$ cat src/rtl/arb_wr_fifo.sv
// -----------------------------------------------------------------------------
// arb_wr_fifo
//   Show-ahead write FIFO between an arbiter and master 0. It also tracks
//   master-0 frames: a frame of frame_len words starts on the first pop, and
//   mstr0_cmplt pulses for one cycle after the frame's last word is popped.
//
// Ports
//   clk, rst_n        clock, asynchronous active-low reset
//   clear             synchronous flush of FIFO, overflow flag and frame FSM
//   wr_en/wr_data/wr_mode   arbiter push (32-bit word + 2-bit mode tag)
//   fifo_full/fifo_almost_full  occupancy == DEPTH / occupancy >= AF_LEVEL
//   rd_valid/rd_ready/rd_data/rd_mode  show-ahead head word, pop on handshake
//   frame_len         words per frame, sampled when a frame starts
//   mstr0_cmplt       one-cycle frame completion pulse
//   level             current occupancy
//   overflow          sticky: write attempted while full
// -----------------------------------------------------------------------------
module arb_wr_fifo #(
  parameter int unsigned DEPTH    = 16,
  parameter int unsigned AF_LEVEL = 14,
  localparam int unsigned AW      = $clog2(DEPTH)
) (
  input  logic          clk,
  input  logic          rst_n,
  input  logic          clear,
  input  logic          wr_en,
  input  logic [31:0]   wr_data,
  input  logic [1:0]    wr_mode,
  output logic          fifo_full,
  output logic          fifo_almost_full,
  output logic          rd_valid,
  input  logic          rd_ready,
  output logic [31:0]   rd_data,
  output logic [1:0]    rd_mode,
  input  logic [15:0]   frame_len,
  output logic          mstr0_cmplt,
  output logic [AW:0]   level,
  output logic          overflow
);

  localparam logic [AW:0] PTR_ONE  = (AW+1)'(1);
  localparam logic [AW:0] AF_THRSH = (AW+1)'(AF_LEVEL);

  typedef enum logic [1:0] {
    S_IDLE,
    S_XFER,
    S_DONE
  } state_e;

  // Pointers carry one extra wrap bit so full and empty are distinguishable.
  logic [AW:0]  wr_ptr_q, rd_ptr_q;
  logic [33:0]  mem_q [DEPTH];
  logic         overflow_q;
  logic         push, pop;

  state_e       state_q, state_d;
  logic [15:0]  beat_q, beat_d;
  logic [15:0]  len_q, len_d;

  // ---------------------------------------------------------------------------
  // Occupancy and status
  // ---------------------------------------------------------------------------
  assign level            = wr_ptr_q - rd_ptr_q;
  assign rd_valid         = (wr_ptr_q != rd_ptr_q);
  assign fifo_full        = (wr_ptr_q[AW] != rd_ptr_q[AW]) &&
                            (wr_ptr_q[AW-1:0] == rd_ptr_q[AW-1:0]);
  assign fifo_almost_full = (level >= AF_THRSH);
  assign overflow         = overflow_q;

  // A pop on a full FIFO does not make room for a same-cycle write: the write
  // is judged against the occupancy at the start of the cycle.
  assign push = wr_en && !fifo_full && !clear;
  assign pop  = rd_valid && rd_ready && !clear;

  // Head entry shown combinationally, no read latency.
  assign {rd_mode, rd_data} = mem_q[rd_ptr_q[AW-1:0]];

  // ---------------------------------------------------------------------------
  // Storage
  // ---------------------------------------------------------------------------
  // NOTE: the storage array has no reset; only pointers define validity, so
  // clearing it would cost logic without changing any observable behaviour.
  always_ff @(posedge clk) begin
    if (push) begin
      mem_q[wr_ptr_q[AW-1:0]] <= {wr_mode, wr_data};
    end
  end

  // ---------------------------------------------------------------------------
  // Pointers and sticky overflow
  // ---------------------------------------------------------------------------
  // NOTE: state registers use non-blocking assignments so every flop samples
  // pre-edge values regardless of process evaluation order.
  always_ff @(posedge clk or negedge rst_n) begin
    if (!rst_n) begin
      wr_ptr_q   <= '0;
      rd_ptr_q   <= '0;
      overflow_q <= 1'b0;
    end else if (clear) begin
      wr_ptr_q   <= '0;
      rd_ptr_q   <= '0;
      overflow_q <= 1'b0;
    end else begin
      if (push) wr_ptr_q <= wr_ptr_q + PTR_ONE;
      if (pop)  rd_ptr_q <= rd_ptr_q + PTR_ONE;
      if (wr_en && fifo_full) overflow_q <= 1'b1;
    end
  end

  // ---------------------------------------------------------------------------
  // Frame FSM
  // ---------------------------------------------------------------------------
  always_ff @(posedge clk or negedge rst_n) begin
    if (!rst_n) begin
      state_q <= S_IDLE;
      beat_q  <= '0;
      len_q   <= '0;
    end else begin
      state_q <= state_d;
      beat_q  <= beat_d;
      len_q   <= len_d;
    end
  end

  // NOTE: every always_comb output gets a default first so no path leaves it
  // unassigned, which would otherwise infer a latch.
  always_comb begin
    state_d = state_q;
    beat_d  = beat_q;
    len_d   = len_q;
    if (clear) begin
      state_d = S_IDLE;
      beat_d  = '0;
    end else begin
      unique case (state_q)
        // DONE behaves like IDLE except that it never persists: a pop in DONE
        // is beat 1 of the next frame, otherwise the FSM falls back to IDLE.
        S_IDLE, S_DONE: begin
          if (state_q == S_DONE) state_d = S_IDLE;
          if (pop && frame_len != 16'd0) begin
            len_d   = frame_len;
            beat_d  = 16'd1;
            state_d = (frame_len == 16'd1) ? S_DONE : S_XFER;
          end
        end
        S_XFER: begin
          if (pop) begin
            beat_d = beat_q + 16'd1;
            if (beat_d == len_q) state_d = S_DONE;
          end
        end
        default: state_d = S_IDLE;
      endcase
    end
  end

  assign mstr0_cmplt = (state_q == S_DONE);

endmodule

$ cat config.mk
export PLATFORM = sky130hd
export DESIGN_NAME = arb_wr_fifo
export DESIGN_NICKNAME = d
export VERILOG_FILES = /design/src/rtl/arb_wr_fifo.sv
export SDC_FILE = /design/constraint.sdc
export NUM_CORES = 1
export LEC_CHECK = 0
export ABC_CLOCK_PERIOD_IN_PS = 12870
export BUFFER_PORTS_ARGS = -buffer_cell sky130_fd_sc_hd__buf_4
export CAP_MARGIN = 30
export CORE_ASPECT_RATIO = 0.6
export CORE_MARGIN = 2
export CORE_UTILIZATION = 40
export DETAILED_ROUTE_END_ITERATION = 6
export SETUP_SLACK_MARGIN = 0.3
export SLEW_MARGIN = 40
export SYNTH_ARGS = -nofsm -noshare
export SYNTH_HDL_FRONTEND = slang
export SYNTH_SLANG_ARGS = --single-unit
$ cat constraint.sdc
create_clock -name clk -period 12.87 [get_ports clk]
set_input_delay 1.9305 -clock clk [delete_from_list [all_inputs] [get_ports clk]]
set_output_delay 1.9305 -clock clk [all_outputs]
set_load 0.01 [all_outputs]
### Yosys cells after proc, flatten, opt, wreduce, memory -nomap -nowiden

Memories as Yosys holds them, arrays and structs flattened.
Index checks and enable logic that the tools add are counted.
W data, S select, Z words.

| operators by class | value |
|---|---|
| shift-type cells | 0 |
| $lt $le $gt $ge | 1 |
| multipliers | 0 |
| reduce and logical (&&, ||, !) cells | 19 |
| bitwise gates (word level) | 1 |
| add/subtract/negate cells | 4 |
| divide/modulo/power cells | 0 |
| equality and inequality tests | 11 |
| mux-type cells | 19 |

Operators with widths:

| cell | count |
|---|---|
| $mux W16 | 3 |
| $pmux W16 S2 | 1 |
| $mux W5 | 4 |
| $add A16 B1 Y16 const B | 1 |
| $eq A16 B1 Y1 const B | 1 |
| $eq A16 B16 Y1 | 1 |
| $reduce_bool A16 Y1 | 1 |
| $mux W2 | 6 |
| $add A5 B1 Y5 const B | 2 |
| $ne A3 B3 Y1 const B | 3 |
| $reduce_and A3 Y1 | 3 |
| $logic_and A1 B1 Y1 | 7 |
| $reduce_bool A2 Y1 | 3 |
| $ge A5 B4 Y1 const B | 1 |
| $ne A5 B5 Y1 | 1 |
| $sub A5 B5 Y5 | 1 |
| $eq A4 B4 Y1 | 1 |
| $mux W1 | 4 |
| $ne A4 B4 Y1 const B | 1 |
| $pmux W2 S2 | 1 |
| $reduce_bool A3 Y1 | 1 |
| $eq A2 B1 Y1 const B | 1 |
| $eq A2 B2 Y1 const B | 1 |
| $logic_not A1 Y1 | 2 |
| 4 further kinds | 4 |

| storage, ports and cells | value |
|---|---|
| latch bits | 0 |
| bits in registers | 45 |
| memories kept | 1 |
| memory bits (writable) | 544 |
| output and inout port bits | 44 |
| bits in read-only memories | 0 |

Memories:

| name | depth | width | read ports | clocked after memory_dff | wr ports | line | source |
|---|---|---|---|---|---|---|---|
| mem_q | 16 | 34 | 1 | 0 | 1 | 52 | `logic [33:0] mem_q [DEPTH];` |

### Longest topological paths before layout

Gate-level depths: netlist of run 1.

| logic depth | value |
|---|---|
| depth in word-level cells | 7 |
| depth in mapped cells | 12 |
| gate-level depth less buffers | 8 |

### Least setup slack after synthesis of run 1

No wires, ideal clock.

| path | value |
|---|---|
| path type | input -> register |
| from | in wr_en |
| to | mem mem_q[2][0], enable pin |
| path slack | 7.442 ns |
| cell stages on the path | 4 |
| arrival | 4.961 ns |
| setup time | 0.468 ns |
| cells stage by stage | nor2b_1 nor2b_1 nand2_1 nor3_1 |

| between the ends | value |
|---|---|
| word-level cells in the longest chain between the ends | 4 |

Ends and longest elaborated chain:

| item | line | source |
|---|---|---|
| start, declared | 26 | `input logic wr_en,` |
| $logic_and A1 B1 Y1 (2 in series) | 72 | `assign push = wr_en && !fifo_full && !clear;` |
| $mux W1 | 84 | `if (push) begin` |
| $mux W1 (implied by the code) | 85 | `mem_q[wr_ptr_q[AW-1:0]] <= {wr_mode, wr_data};` |
| end, declared | 52 |  |

Every way passes these cells.

### Worst setup path in the final report of run 1

| path | value |
|---|---|
| from | reg rd_ptr_q[0] |
| to | out rd_mode[1] |

| between the ends | value |
|---|---|
| word-level cells in the longest chain between the ends | 1 |

Ends and longest elaborated chain:

| item | line | source |
|---|---|---|
| start, declared | 51 | `logic [AW:0] wr_ptr_q, rd_ptr_q;` |
| start signal, assigned | 105 | `if (pop) rd_ptr_q <= rd_ptr_q + PTR_ONE;` |
| $mem_v2 Z16 W34 | -- |  |
| end, declared | 34 | `output logic [1:0] rd_mode,` |

Every way passes these cells.

==> results.yml, run 1 <==
synth:
  synth_area_leaders: "edfxtp_1 (70%), mux4_2 (16%), dfrtp_1 (4.8%), mux2_4 (0.64%), xnor2_1 (0.64%)"
  ys_seq_area_share_pct: 74.6
  syn_avg_cell_area_um2: 21.5
  synth_xor_area_share_pct: 1.16
  synth_top_area_share_pct: 69.7
  synth_top_family_by_area: "multiplexers"
  netlist_instances: 1089
  async_flop_share_pct: 7.64
  yosys_most_used_dff: "edfxtp_1"
  synth_top_area_cell: "edfxtp_1"
  synth_simple_gate_area_share_pct: 2.68
  synth_warnings: 0
  synth_area_mm2: 0.0234
  synth_fa_ha_area_share_pct: 0.620
  synth-seq-cells: 589
  synthMuxAreaShare_pct: 17.4
  ys_types: 61
  syn_nets: 1155
  synth-compound-area-share_pct: 2.22
  synth-edff-count: 544
die:
  fp-row-count: 68
  initial_core_util_pct: 40.6
  chipHeight_um: 191
  die_x_um: 316
  core_mm2: 0.0577
  ios: 99
  die_area_mm2: 0.0606
timing:
  drv_slew: 0
  totalNegativeSetupSlack_ns: 0
  relSlewSlack_pct: 45.3
  finalHoldViolCount: 0
  layout_setup_ws_ns: 7.20
  fmax_mhz: 176
  setup_violations: 0
  finalCriticalPeriod_ns: 5.67
  rsz0062_at_grt: "false"
  period_share_pct: 44.1
  tightest_slew_ns: 0.821
  clock_skew_ns: 0.0255
global_route:
  grt_pass1_vias: 11300
  grt_max_degree: 71
  grt_usage_pct: 17.6
  grt_pass1_wl_um: 77200
  antenna_found_initial: 1
  overflow: 0
clock_tree:
  clk-insertion-delay-late_ns: 0.60
  postCtsHoldBufs: 0
  clk_pin_slew_ns: 0.07
  cts_resized: 0
  cts_sinks: 589
  max-clock-path-buffers: 3
  cts-htree-levels: 2
  cts_tree: "done"
  root_buffer: "clkbuf_16"
  cts_buffers: 54
  post-cts-setup-buffers: 0
detailed_routing:
  vias: 11400
  routed_wl_um: 52300
  detail-route-antenna-nets: 0
  firstDrtPassIters: 5
  dr.first_iter.drc_count: 1180
  drc: 0
  wire_per_inst_um: 25.9
  avgViaCountPerCell: 5.64
power:
  leakagePower_nw: 8.52
  irDropWorstVdd_mv: 0.111
  p_per_area_mw_per_mm2: 162
critical_path:
  start_kind: "flip-flop"
  endpoint_kind: "primary output"
  cp_max_fo: 46
  slowest_delay_ns: 0.82
  crit_slowest_cell: "dfrtp_4"
  crit_family: "buffers and inverters"
  path_cells: "buf_12 > buf_16 > buf_16 > mux4_2 > mux4_2 > buf_4"
  path_class: "reg -> out"
  critical_path_buf_inv_count: 4
  cp.arrival_ns: 3.74
  required_ns: 10.94
layout:
  ff_latch_area_mm2: 0.0175
  mostFrequentLayoutCell: "edfxtp_1"
  layout_common_cells: "edfxtp_1 (544), mux4_2 (170), buf_4 (116)"
  syn_to_final_growth_pct: 15.0
  multi_input_area_mm2: 0.00575
  drive_gt1_share_pct: 33.2
  nets: 1271
  stdcell_area_mm2: 0.0269
  final_core_util_pct: 46.7
  fillers: 4817
hold_path:
  hold_path_class: "reg -> reg"
job:
  cap_violations: 0
placement:
  hpwl_um: 27200
  dpl_worst_slack_ns: 7.69
  gp_congestion: 0.805
  placement.io_buffers: 98
  placed_area_mm2: 0.0252
outcome:
  outcome: "complete, no violations"
metrics by stage:
stage / power [mW] / hold slack [ns] / cells
final: 4.37 / 0.498 / 2020
after global routing: 4.54 / 0.513 / 2020
after CTS: 4.42 / 0.504 / 2019
after detailed placement: 2.84 / 0.489 / 1919
after global placement: 2.82 / 0.484 / 1916
after floorplan: 2.64 / 0.470 / 1089
where the power goes:
group          internal, mW  leakage (nW)  total, mW  switching (mW)
Sequential             2.13          5.49       2.19          0.0556
Combinational         0.340          2.20      0.602           0.262
Clock                 0.884         0.832       1.58           0.693
registers in the layout (all words and copies together) (netlist names):
signal    flops
beat_q       16
len_q        16
mem_q       544
overflow      1
rd_ptr_q      5
state_q       2
wr_ptr_q      5
Yosys cell counts, drive strengths merged (2+ instances only):
library cell  number
a2111oi            3
o21a               2
o21ai             21
o211ai             2
o41ai              3
a211oi             2
buf               30
a41oi              2
nand2b             5
xnor2             17
nand2             30
edfxtp           544
a31o               2
inv               11
and3               3
nor2              35
nand4             10
xor2              14
o31ai              8
dfrtp             45
o311ai             2
nand3              6
a21oi              8
and2               2
o221ai             2
nor4               5
nor3               6
ha                10
mux4             170
and4               4
mux2              16
or3                3
a21o               4
or4                6
clkbuf            31
mux2i              2
nor2b              4
a31oi              7
worst min-delay path, cell delays in order (launching register included):
cell and delay, ns:
dfrtp_1 0.34, a21oi_1 0.04, nor2_1 0.07
worst paths after layout:
check,to,start,slack [ns],cells past startpoint
setup / recovery,rd_mode[1],rd_ptr_q[0]$_DFFE_PN0P_,7.20,6
hold reg to reg,overflow$_DFFE_PN0P_,overflow$_DFFE_PN0P_,0.50,2
setup reg to reg,mem_q[2][17]$_DFFE_PP_,rd_ptr_q[3]$_DFFE_PN0P_,8.50,10
max in group asynchronous,rd_ptr_q[1]$_DFFE_PN0P_,rst_n,11.04,1
hold / removal,overflow$_DFFE_PN0P_,overflow$_DFFE_PN0P_,0.50,2
min in group asynchronous,beat_q[10]$_DFFE_PN0P_,rst_n,1.33,1
cells by family (layout without fill, tap and decap cells):
kind of cell               count (synthesis)  count (layout)
muxes                                    188             188
DFF                                      589             589
and+or+nand+nor                          123             123
xor gates and xnor gates                  31              31
AOI/OAI and AO/OA                         75              75
adders and majority gates                 11              11
buffers and inverters                     72             232
other                                      0               1
cell type report:
class,count,area share (%)
clock buffer,66,5.27
sequential,589,64.9
clock inverter,34,1.13
antenna,1,0.00929
tap,770,3.58
timing repair buffer,121,3.63
inverter,11,0.158
multi-input combinational,428,21.3
metal layers:
| layer | vias up | global-route usage, % | part of all wire [%] |
|---|---|---|---|
| met4 | 0 | 4.23 | 1.7 |
| met1 | 6114 | 27.1 | 47 |
| met3 | 69 | 3.57 | 6.7 |
| met2 | 404 | 25.6 | 45 |
| met5 | - | 0 | 0 |
| li1 | 4798 | - | - |
Power figures use the tool's default switching activity.
==> inputs of run 2 (changes only) <==
--- a/config.mk
+++ b/config.mk
@@ -5,7 +5,7 @@
 export SDC_FILE = /design/constraint.sdc
 export NUM_CORES = 1
 export LEC_CHECK = 0
-export ABC_CLOCK_PERIOD_IN_PS = 12870
+export ABC_CLOCK_PERIOD_IN_PS = 5570
 export BUFFER_PORTS_ARGS = -buffer_cell sky130_fd_sc_hd__buf_4
 export CAP_MARGIN = 30
 export CORE_ASPECT_RATIO = 0.6
==> constraint.sdc (replaced) <==
create_clock -name clk -period 5.57 [get_ports clk]
set_input_delay 0.8355 -clock clk [delete_from_list [all_inputs] [get_ports clk]]
set_output_delay 0.8355 -clock clk [all_outputs]
set_load 0.01 [all_outputs]
==> run 2 against run 1 <==
Against the previous run: count of clock-buffer cells in the layout shrank 6; final cell count down 0.30%; die area did not move; core utilization hardly changed; clock skew is 0.0061 ns lower; critical path type unchanged.
==> results.yml, run 2 (synthesis gave the netlist of run 1 again) <==
layout:
  drive_gt1_share_pct: 33.0
  ff_latch_area_mm2: 0.0175
  stdcell_area_mm2: 0.0269
  mostFrequentLayoutCell: "edfxtp_1"
  syn_to_final_growth_pct: 14.8
  layout_common_cells: "edfxtp_1 (544), mux4_2 (170), buf_4 (114)"
  fillers: 4830
  antenna_cells: 0
  nets: 1270
  multi_input_area_mm2: 0.00575
  largest_register_ffs: 544
global_route:
  overflow: 0
  grt_max_degree: 80
  grt_pass1_vias: 11200
  antenna_found_initial: 2
  grt_usage_pct: 17.3
  grt_pass1_wl_um: 76600
power:
  irDropWorstVdd_mv: 0.255
  p_per_area_mw_per_mm2: 373
  leakagePower_nw: 8.51
hold_path:
  hold_path_class: "in -> async"
die:
  fp-row-count: 68
  chipHeight_um: 191
  initial_core_util_pct: 40.6
  ios: 99
  core_mm2: 0.0577
  die_area_mm2: 0.0606
  die_x_um: 316
timing:
  rsz0062_at_grt: "false"
  finalHoldViolCount: 0
  timing.hold.ws_ns: 0.288
  tightest_slew_ns: 0.813
  fmax_mhz: 254
  drv_slew: 0
  finalCriticalPeriod_ns: 3.94
  period_share_pct: 70.7
  totalNegativeSetupSlack_ns: 0
  clock_skew_ns: 0.0194
  layout_setup_ws_ns: 1.63
  relSlewSlack_pct: 45.8
  setup_violations: 0
critical_path:
  crit_family: "multiplexers"
  cp.arrival_ns: 3.10
  path_cells: "buf_12 > buf_16 > mux4_2 > mux4_2 > buf_4"
  crit_cells: 5
  endpoint_kind: "primary output"
  worstRegToRegCells: 8
  slowest_delay_ns: 0.58
  required_ns: 4.73
  path_class: "reg -> out"
  crit_slowest_cell: "mux4_2"
  rrSetupSlack_ns: 1.91
  start_kind: "flip-flop"
  cpMostUsedCell: "mux4_2"
  cp_max_fo: 53
  critical_path_buf_inv_count: 3
clock_tree:
  max-clock-path-buffers: 3
  root_buffer: "clkbuf_16"
  cts-htree-levels: 2
  post-cts-setup-buffers: 0
  clk_pin_slew_ns: 0.07
  cts_buffers: 52
  clk-insertion-delay-late_ns: 0.58
  postCtsHoldBufs: 0
  cts_tree: "done"
  cts_sinks: 589
  cts_resized: 0
detailed_routing:
  wire_per_inst_um: 25.7
  firstDrtPassIters: 5
  drc: 0
  dr.first_iter.drc_count: 1161
  avgViaCountPerCell: 5.59
  routed_wl_um: 51700
  detail-route-antenna-nets: 0
  vias: 11300
placement:
  gp_congestion: 0.795
  dpl_worst_slack_ns: 1.92
  hpwl_um: 28800
  placed_area_mm2: 0.0252
  placement.io_buffers: 98
job:
  cap_violations: 0
outcome:
  outcome: "complete, no violations"
[run 2: cell count changes in the layout (fill, tap and decap cells not counted), sizes merged]
cell	before	now
buf	121	122
clkbuf	66	60
clkinv	22	26
clkinvlp	6	1
diode	1	0
inv	12	13
[run 2: worst paths after layout]
path,from,end
max,rd_ptr_q[0]$_DFFE_PN0P_,rd_data[10]
min,rst_n,rd_ptr_q[3]$_DFFE_PN0P_
max reg2reg,wr_ptr_q[3]$_DFFE_PN0P_,mem_q[10][33]$_DFFE_PP_
min reg2reg,overflow$_DFFE_PN0P_,overflow$_DFFE_PN0P_
max in group asynchronous,rst_n,rd_ptr_q[0]$_DFFE_PN0P_
min in group clk,frame_len[4],len_q[4]$_DFFE_PN0P_
[run 2: through the flow]
step / utilization (%) / power (mW) / cells
floorplan: - / 6.10 / 1089
global placement: 43.6 / 6.57 / 1918
detailed placement: 43.7 / 6.59 / 1920
CTS: 46.6 / 10.1 / 2014
global route: 46.6 / 10.4 / 2014
finish: 46.6 / 10.0 / 2014
[run 2: layer usage]
layer / up-vias / part of all wire, % / track usage [%]
met5: - / 0.052 / 0
met4: 4 / 1.5 / 3.30
met3: 67 / 7.1 / 3.48
met2: 368 / 44 / 24.7
met1: 6019 / 47 / 27.6
li1: 4792 / - / -
[run 2: area by class of cell]
| type | instances | share of cell area, % |
|---|---|---|
| clock buffer | 60 | 5.03 |
| multi-input combinational | 428 | 21.4 |
| sequential | 589 | 65.0 |
| tap | 770 | 3.58 |
| clock inverter | 34 | 1.14 |
| timing repair buffer | 122 | 3.77 |
| inverter | 11 | 0.158 |
[run 2: worst reg2reg max path: stages (launching register included)]
cell and delay [ns]:
dfrtp_1 0.59, ha_1 0.34, and4_1 0.25, nor2b_1 0.16, nor2b_1 0.38, nor2b_1 0.33
nand2_1 0.31, nor2_4 0.39, buf_4 0.52
[run 2: report_power, final]
part           internal [mW]  total [mW]  switching, mW  leakage (nW)
Combinational          0.779        1.45          0.674          2.20
Sequential              4.93        5.02         0.0954          5.49
Clock                   1.98        3.55           1.57         0.818
==> inputs of run 3 (changes only) <==
--- a/config.mk
+++ b/config.mk
@@ -5,7 +5,8 @@
 export SDC_FILE = /design/constraint.sdc
 export NUM_CORES = 1
 export LEC_CHECK = 0
-export ABC_CLOCK_PERIOD_IN_PS = 5570
+export ABC_AREA = 1
+export ABC_CLOCK_PERIOD_IN_PS = 4050
 export BUFFER_PORTS_ARGS = -buffer_cell sky130_fd_sc_hd__buf_4
 export CAP_MARGIN = 30
 export CORE_ASPECT_RATIO = 0.6
==> constraint.sdc (replaced) <==
create_clock -name clk -period 4.05 [get_ports clk]
set_input_delay 0.6075 -clock clk [delete_from_list [all_inputs] [get_ports clk]]
set_output_delay 0.6075 -clock clk [all_outputs]
set_load 0.01 [all_outputs]
==> run 3 against run 2 <==
Against the previous run: global-route usage rose by 3.1 points; critical path type unchanged; core utilization fell by 0.21 points; combinational power rose by 45%; total power rose by 39%; count of clock-buffer cells in the layout rose by 11; non-clock buffer count rose by 17; highest routed layer is now met4; clock skew barely moved; clock power rose by 39%; first-iteration DRC count rose by 57%; register-to-register slack got worse by 0.82 ns.
==> results.yml, run 3 <==
clock_tree:
  postCtsHoldBufs: 0
  max-clock-path-buffers: 3
  post-cts-setup-buffers: 0
  cts_resized: 0
  cts_tree: "done"
  cts_buffers: 54
  clk_pin_slew_ns: 0.07
  root_buffer: "clkbuf_16"
  cts_sinks: 589
  clk-insertion-delay-late_ns: 0.60
  cts-htree-levels: 2
detailed_routing:
  avgViaCountPerCell: 5.58
  detail-route-antenna-nets: 0
  dr.first_iter.drc_count: 1823
  drc: 0
  firstDrtPassIters: 6
  routed_wl_um: 63900
  vias: 16000
  wire_per_inst_um: 22.3
job:
  cap_violations: 0
synth:
  synth_top_area_cell: "edfxtp_1"
  ys_seq_area_share_pct: 72.7
  synth-seq-cells: 589
  yosys_most_used_dff: "edfxtp_1"
  synth_area_leaders: "edfxtp_1 (68%), o21ai_0 (6.4%), nor2_1 (5.2%), dfrtp_1 (4.7%), nand2_1 (3.3%)"
  syn_nets: 2027
  synth.most_common_cell: "edfxtp_1"
  ys_types: 35
  synth_area_mm2: 0.0240
  synth_top_area_share_pct: 68.0
  synth_commonest_cells: "edfxtp_1 (544), nor2_1 (330), o21ai_0 (305)"
  syn_avg_cell_area_um2: 12.2
  netlist_instances: 1961
  synth_warnings: 0
  async_flop_share_pct: 7.64
  synth-edff-count: 544
timing:
  setup_violations: 0
  finalHoldViolCount: 0
  layout_setup_ws_ns: 0.573
  relSlewSlack_pct: 42.4
  drv_slew: 0
  fmax_mhz: 288
  totalNegativeSetupSlack_ns: 0
  rsz0062_at_grt: "false"
  clock_skew_ns: 0.0196
  period_share_pct: 85.9
  finalCriticalPeriod_ns: 3.48
  tightest_slew_ns: 0.864
layout:
  nets: 2105
  mostFrequentLayoutCell: "edfxtp_1"
  largest_register_ffs: 544
  multi_input_area_mm2: 0.00594
  antenna_cells: 0
  ff_latch_area_mm2: 0.0175
  layout_common_cells: "edfxtp_1 (544), nor2_1 (316), o21ai_0 (305)"
  syn_to_final_growth_pct: 14.6
  drive_gt1_share_pct: 12.3
  final_core_util_pct: 46.4
  fillers: 5220
power:
  comb_power_share_pct: 15.1
  sequentialPowerShare_pct: 49.4
  leakagePower_nw: 9.32
  swShare_pct: 26.9
  clock_power_share_pct: 35.4
  p_per_area_mw_per_mm2: 505
  p_switching_mw: 3.74
  irDropWorstVdd_mv: 0.336
  internal_power_mw: 10.1
die:
  initial_core_util_pct: 40.5
  die_x_um: 320
  die_area_mm2: 0.0621
  core_mm2: 0.0593
  chipHeight_um: 194
  fp-row-count: 69
  ios: 99
placement:
  gp_congestion: 0.865
  hpwl_um: 34700
  dpl_worst_slack_ns: 1.10
  placement.io_buffers: 98
global_route:
  grt_pass1_wl_um: 97000
  grt_pass1_vias: 15300
  antenna_found_initial: 0
  grt_max_degree: 181
  grt_usage_pct: 20.5
  overflow: 0
critical_path:
  endpoint_kind: "primary output"
  start_kind: "flip-flop"
  path_class: "reg -> out"
  required_ns: 3.44
  cp_max_fo: 72
  cp.arrival_ns: 2.87
hold_path:
  hold_path_class: "in -> async"
outcome:
  outcome: "complete, no violations"
[run 3: changes by cell type after synthesis, sizes merged, moves of 57 or more]
cell	delta
o22ai	+83
nor2	+304
mux4	-170
nand3	+97
inv	+57
nand2	+187
o21ai	+300
clkbuf	+64
[run 3: layout make-up]
type	instances	area share (%)
sequential	589	63.5
multi-input combinational	1183	21.6
clock buffer	71	5.22
inverter	72	1.01
timing repair buffer	139	4.33
clock inverter	27	0.850
tap	781	3.55
[run 3: cells by family (layout without fill, tap and decap cells)]
family / Yosys count / after routing / share of synthesized area (%)
xor gates and xnor gates: 3 / 3 / 0.109
AOI/OAI and AO/OA: 483 / 483 / 11.6
adders and majority gates: 11 / 11 / 0.604
DFF: 589 / 589 / 72.7
and+or+nand+nor: 686 / 686 / 11.9
buffers and inverters: 189 / 309 / 3.09
[run 3: path summary, 6_finish.rpt]
path                                    startpoint                 endpoint  slack [ns]  depth (start not counted)
hold / removal                               rst_n    len_q[15]$_DFFE_PN0P_        0.02                          1
hold reg to reg            wr_ptr_q[4]$_DFFE_PN0P_  wr_ptr_q[4]$_DFFE_PN0P_        0.54                          2
setup / recovery           rd_ptr_q[0]$_DFFE_PN0P_              rd_data[13]        0.57                          7
max in group asynchronous                    rst_n  rd_ptr_q[0]$_DFFE_PN0P_        3.53                          1
setup reg to reg           wr_ptr_q[2]$_DFFE_PN0P_  mem_q[14][32]$_DFFE_PP_        1.09                          9
min in group clk                      frame_len[0]     len_q[0]$_DFFE_PN0P_        0.25                          3
[run 3: per-layer routing]
layer  track usage, %  vias to the layer above  part of all wire [%]  wire (um)
met2             31.1                      553                    45      28800
li1                 -                     7333                     -          -
met5                0                        -                     0          0
met3             2.96                       87                   7.2       4610
met1             31.2                     8011                    46      29400
met4             4.23                        0                   1.8       1130
[run 3: critical path: stages, from the launching register on]
cell      delay, ns
dfrtp_4        0.53
inv_6          0.42
buf_4          0.36
o21ai_0        0.13
o221ai_1       0.22
nand3_1        0.25
nand3_1        0.20
buf_4          0.14
[run 3: power by group through the flow]
stage,clock (mW),combinational [mW],sequential (mW)
4_1_cts,5.01,2.10,6.87
3_3_place_gp,0,2.06,6.99
3_5_place_dp,0,2.09,6.99
5_1_grt,5.24,2.35,6.88
2_1_floorplan,0,1.30,6.97
6_report,4.92,2.10,6.87
[run 3: through the flow]
stage / std cells / hold slack (ns) / instance area [um^2] / total power [mW]
floorplan: 1961 / 0.312 / 24100 / 8.27
global placement: 2763 / 0.507 / 25800 / 9.05
detailed placement: 2763 / 0.533 / 25800 / 9.09
CTS: 2861 / 0.0349 / 27500 / 14.0
global route: 2862 / 0.0570 / 27500 / 14.5
finish: 2862 / 0.0249 / 27500 / 13.9
